--- config.mk ---
export PLATFORM = sky130hd
export DESIGN_NAME = mxint8_block_packer
export DESIGN_NICKNAME = d
export VERILOG_FILES = /design/src/rtl/mxint8_block_packer_pkg.sv /design/src/rtl/mxint8_block_packer.sv
export SDC_FILE = /design/constraint.sdc
export NUM_CORES = 1
export LEC_CHECK = 0
export ABC_AREA = 1
export BUFFER_PORTS_ARGS = -buffer_cell sky130_fd_sc_hd__buf_2
export CAP_MARGIN = 20
export CELL_PAD_IN_SITES_DETAIL_PLACEMENT = 1
export CELL_PAD_IN_SITES_GLOBAL_PLACEMENT = 2
export CORE_ASPECT_RATIO = 2
export CORE_MARGIN = 3
export CORE_UTILIZATION = 25
export CTS_BUF_LIST = sky130_fd_sc_hd__clkbuf_8
export CTS_CLUSTER_DIAMETER = 150
export DETAILED_ROUTE_END_ITERATION = 10
export PLACE_DENSITY_LB_ADDON = 0.12
export REMOVE_ABC_BUFFERS = 1
export SLEW_MARGIN = 20
export SYNTH_ARGS = -nofsm -noshare
export SYNTH_HDL_FRONTEND = slang
export SYNTH_SLANG_ARGS = --single-unit
--- constraint.sdc ---
create_clock -name i_clk -period 2.11 [get_ports i_clk]
set_input_delay 0.422 -clock i_clk [delete_from_list [all_inputs] [get_ports i_clk]]
set_output_delay 0.422 -clock i_clk [all_outputs]
set_load 0.01 [all_outputs]
--- src/rtl/mxint8_block_packer_pkg.sv ---
// mxint8_block_packer_pkg: shared mxint8 widths, block size and packer FSM encodings
`ifndef MXINT8_DEFINES_SVH
`define MXINT8_DEFINES_SVH
`define MXINT8_ELEMENT_WIDTH 8
`define MXINT8_SCALE_WIDTH 8
`define BLOCK_SIZE 32
`define MXINT8_PACKER_COLLECT 1'b0
`define MXINT8_PACKER_HOLD 1'b1
`endif
package mxint8_block_packer_pkg;
  localparam int ELEM_W = `MXINT8_ELEMENT_WIDTH;
  localparam int SCALE_W = `MXINT8_SCALE_WIDTH;
  localparam int BLOCK_SIZE = `BLOCK_SIZE;
  localparam int CNT_W = $clog2(BLOCK_SIZE);
  typedef enum logic {
    COLLECT = `MXINT8_PACKER_COLLECT,
    HOLD = `MXINT8_PACKER_HOLD
  } state_e;
endpackage

--- src/rtl/mxint8_block_packer.sv ---
// mxint8_block_packer: gathers 32 element beats plus a shared E8M0 scale into one MXINT8 block
// Ports:
//   i_clk, i_rst                 clock, synchronous active-high reset
//   i_valid/o_ready              input beat handshake (element + scale)
//   i_mxint8_element/scale       beat payload; scale only sampled on the first beat
//   o_valid/i_ready              output block handshake
//   o_mxint8_scale/elements      held block, element 0 = first beat
//   o_busy                       partial block present
module mxint8_block_packer
  import mxint8_block_packer_pkg::*;
(
  input  logic               i_clk,
  input  logic               i_rst,
  input  logic               i_valid,
  output logic               o_ready,
  input  logic [ELEM_W-1:0]  i_mxint8_element,
  input  logic [SCALE_W-1:0] i_mxint8_scale,
  output logic               o_valid,
  input  logic               i_ready,
  output logic [SCALE_W-1:0] o_mxint8_scale,
  output logic [ELEM_W-1:0]  o_mxint8_elements [BLOCK_SIZE],
  output logic               o_busy
);
  state_e state_q;
  logic [CNT_W-1:0] count_q;
  logic [SCALE_W-1:0] scale_q;
  logic [ELEM_W-1:0] slot_q [BLOCK_SIZE];
  logic beat;
  assign beat = i_valid && o_ready;
  // count wraps 31 -> 0 on the completing beat purely through 5-bit overflow
  always_ff @(posedge i_clk) begin
    if (i_rst) begin
      state_q <= COLLECT;
      count_q <= '0;
      scale_q <= '0;
    end else if (beat) begin
      count_q <= count_q + 1'b1;
      if (count_q == '0) scale_q <= i_mxint8_scale;
      if (count_q == CNT_W'(BLOCK_SIZE - 1)) state_q <= HOLD;
    end else if (state_q == HOLD && i_ready) begin
      state_q <= COLLECT;
    end
  end
  for (genvar k = 0; k < BLOCK_SIZE; k++) begin : g_slot
    always_ff @(posedge i_clk) begin
      if (i_rst) slot_q[k] <= '0;
      else if (beat && count_q == CNT_W'(k)) slot_q[k] <= i_mxint8_element;
    end
  end
  assign o_ready = state_q == COLLECT;
  assign o_valid = state_q == HOLD;
  assign o_busy = state_q == COLLECT && count_q != '0;
  assign o_mxint8_scale = scale_q;
  assign o_mxint8_elements = slot_q;
endmodule

==> metrics.md <==
| Metric | Value |
|---|---|
| Number of synthesized flops with an enable pin | `0` |
| First-pass GRT wire length | `60200 microns` |
| CTS tree | `built` |
| Placed insts | `approximately 2300` |
| Fillers | `about 5300` |
| Ys async rst share | `0` |
| Initial DRC Count | `about 260` |
| WL/cell | `between 15 and 20 microns` |
| Final WS setup | `0.109 ns` |
| Final Hold Fails | `0` |
| Fin cells | `roughly 2400` |
| Starting Density | `0.253` |
| Final Instance Area | `0.0135 sq mm` |
| Largest net degree at the start of global routing | `67` |
| Latest clock arrival within the worst-skew pair | `about 0.57 ns` |
| Initial antenna violation count | `2` |
| Met3 global-route usage | `0.0405` |
| Clock transition at path regs | `approximately 0.070 ns` |
| Most common cell after layout, fill and taps aside | `nor2_1` |
| Root Driver | `clkbuf_8` |
| Tightest Pin Transition | `roughly 0.7 ns` |
| Hpwl dp | `26800 microns` |
| Most frequent cells in the layout | `549 x nor2_1, 463 x nand2_1, 286 x buf_2` |
| Mapped Avg Cell Area | `approximately 7 sq um` |
| Data required, critical path | `roughly 1.7 ns` |
| RSZ-0062 raised after global routing | `false` |
| Status | `completed` |
| Area Overhead vs Synth | `29.9%` |
| Worst EP arrival | `~1.6 ns` |
| Slew margin rel. | `0.538` |
| Busiest grt layer | `met2` |
| Via count | `slightly above 10000` |
| Worst hold-check path type | `primary input to flop` |
| Clock Tree Buf Depth | `3` |
| Fin. max-slew vios | `0` |
| Power after layout | `10.6 mW` |
| Residual DRC | `0` |
| Post-synth top area cell | `dfxtp_1` |
| Peak supply drop | `around 450 uV` |
| Tmin final | `around 2 ns` |
| Std cell rows | `105` |
| Die height | `294 microns` |
| Post-route ant nets | `0` |
| Flops & latches, synth | `270` |
| Post-place setup slack | `~0.17 ns` |
| Crit path capture type | `output pin` |
| Crit path cell chain | `inv_2 > ha_4 > nand2_4 > o21ai_2 > inv_1 > buf_2` |
| Top cells by area, synth | `dfxtp_1 52%, nor2_1 20%, nand2_1 17%` |
| Final hold slack | `0.0889 ns` |
| Die area | `around 0.044 sq mm` |
| Max Fclk | `about 500 MHz` |
| Nets | `around 1800` |
| Setup Skew | `roughly 0.011 ns` |
| Via/cell ratio | `approximately 4.2` |
| Grt ovf | `0` |
| Pre-antenna DRT Iters | `4` |
| Distinct cells, synth | `19` |
| Ys flop type | `dfxtp_1` |
| Mapped Cells | `between 1500 and 2000` |
| Core ar. | `0.0411 sq mm` |
| Register area share after synthesis | `0.520` |
| Layout cells sized above 1 | `0.235` |
| TritonCTS buffer count | `44` |
| CP max stage delay | `approximately 0.34 ns` |
| Vias in the first global route | `approximately 10000` |
| Clock sinks | `270` |
| Max Cap Viol | `0` |
| Syn Std Cell Area | `0.0104 sq mm` |
| Core Util, Final | `0.328` |
| WL final | `between 30000 and 40000 microns` |
| Critical path launch point type | `flop` |
| P per Cell Area | `between 700 and 800 mW/mm^2` |
| Reg2reg setup slack | `about 0.32 ns` |
| Endpoints failing setup | `0` |
| Met1 usage | `0.193` |
| Post-DP Area | `0.0126 sq mm` |
| Htree depth | `2` |
| CP Class | `flop to output pin` |
| Met2 Track Usage GR | `0.331` |
| TNS Setup | `0 ns` |
| Num ports | `between 200 and 300` |
| Die W | `roughly 150 microns` |
| Critical path's slowest cell | `dfxtp_2` |
| Leakage power | `6.52 nW` |
| Number of synthesis warnings | `0` |
| CP max FO | `4` |
| Overall routing resource usage | `0.176` |
| Share of the synthesized area in the top cell type | `0.520` |
| IO buf count | `roughly 290` |
| Post-route clock period utilization | `0.948` |
| Routability Congestion | `roughly 0.76` |
[worst max-delay path: cells and delay by family, from the launching register on]
kind            cells  cell delay, ns
flops               1            0.34
buf+inv             3            0.29
compound gates      1            0.13
fa+ha+maj           1            0.17
simple gates        1            0.08
[cell usage after synthesis, types with 2 or more instances]
master      n
buf_1      12
nand3_1    53
a21oi_1     3
dfxtp_1   270
inv_1      30
nor2_4     10
nor2_1    551
nand3_2     2
inv_2       4
nor2_2      7
ha_1        6
clkbuf_1   42
buf_4      10
o21ai_0    21
buf_2      24
nand2_1   464
[sequential cells by signal, summed over array words and instances, names as in the netlist]
register / cells
o_valid: 1
o_mxint8_elements: 256
count_q: 5
o_mxint8_scale: 8
[cells by family after synthesis]
logic type / share of synthesized area
fa+ha+maj: 0.00722
compound gates: 0.0123
flops: 0.520
simple gates: 0.409
buf+inv: 0.0516
[layer usage]
| layer | part of all wire | wire (microns) |
|---|---|---|
| met1 | 0.39 | 15600 |
| met2 | 0.53 | 21000 |
| met3 | 0.057 | 2270 |
| met4 | 0.025 | 989 |
| met5 | 0 | 0 |
[path summary, 6_finish.rpt]
| check | cells past startpoint | end | start |
|---|---|---|---|
| worst max-delay path | 6 | o_busy | count_q[1] |
| worst min-delay path | 2 | count_q[2] | i_rst |
| worst max register to register | 9 | o_mxint8_elements[129] | count_q[0] |
| worst min register to register | 2 | o_mxint8_elements[118] | o_mxint8_elements[118] |
[power breakdown]
group	total, mW	leakage (nW)	switching, mW	internal [mW]
registers	5.21	2.18	0.0396	5.17
logic	0.812	3.82	0.552	0.260
clock network	4.62	0.526	2.16	2.45
[final cells by class]
cell class	count	area, sq um	area share
multi-input combinational	1119	4500	0.333
sequential	270	5410	0.400
inverter	34	135	0.0100
tap	535	669	0.0496
clock inverter	23	96.3	0.00713
clock buffer	58	798	0.0591
antenna	2	5.00	0.000371
timing repair buffer	328	1900	0.140
[repair_timing]
action                                  CTS  global route
cloned                                    0             0
hold buffers                              0             0
resized for setup                         9             4
endpoints found under the setup margin    1            17
buffers inserted                          1             0
Power figures use the tool's default switching activity.
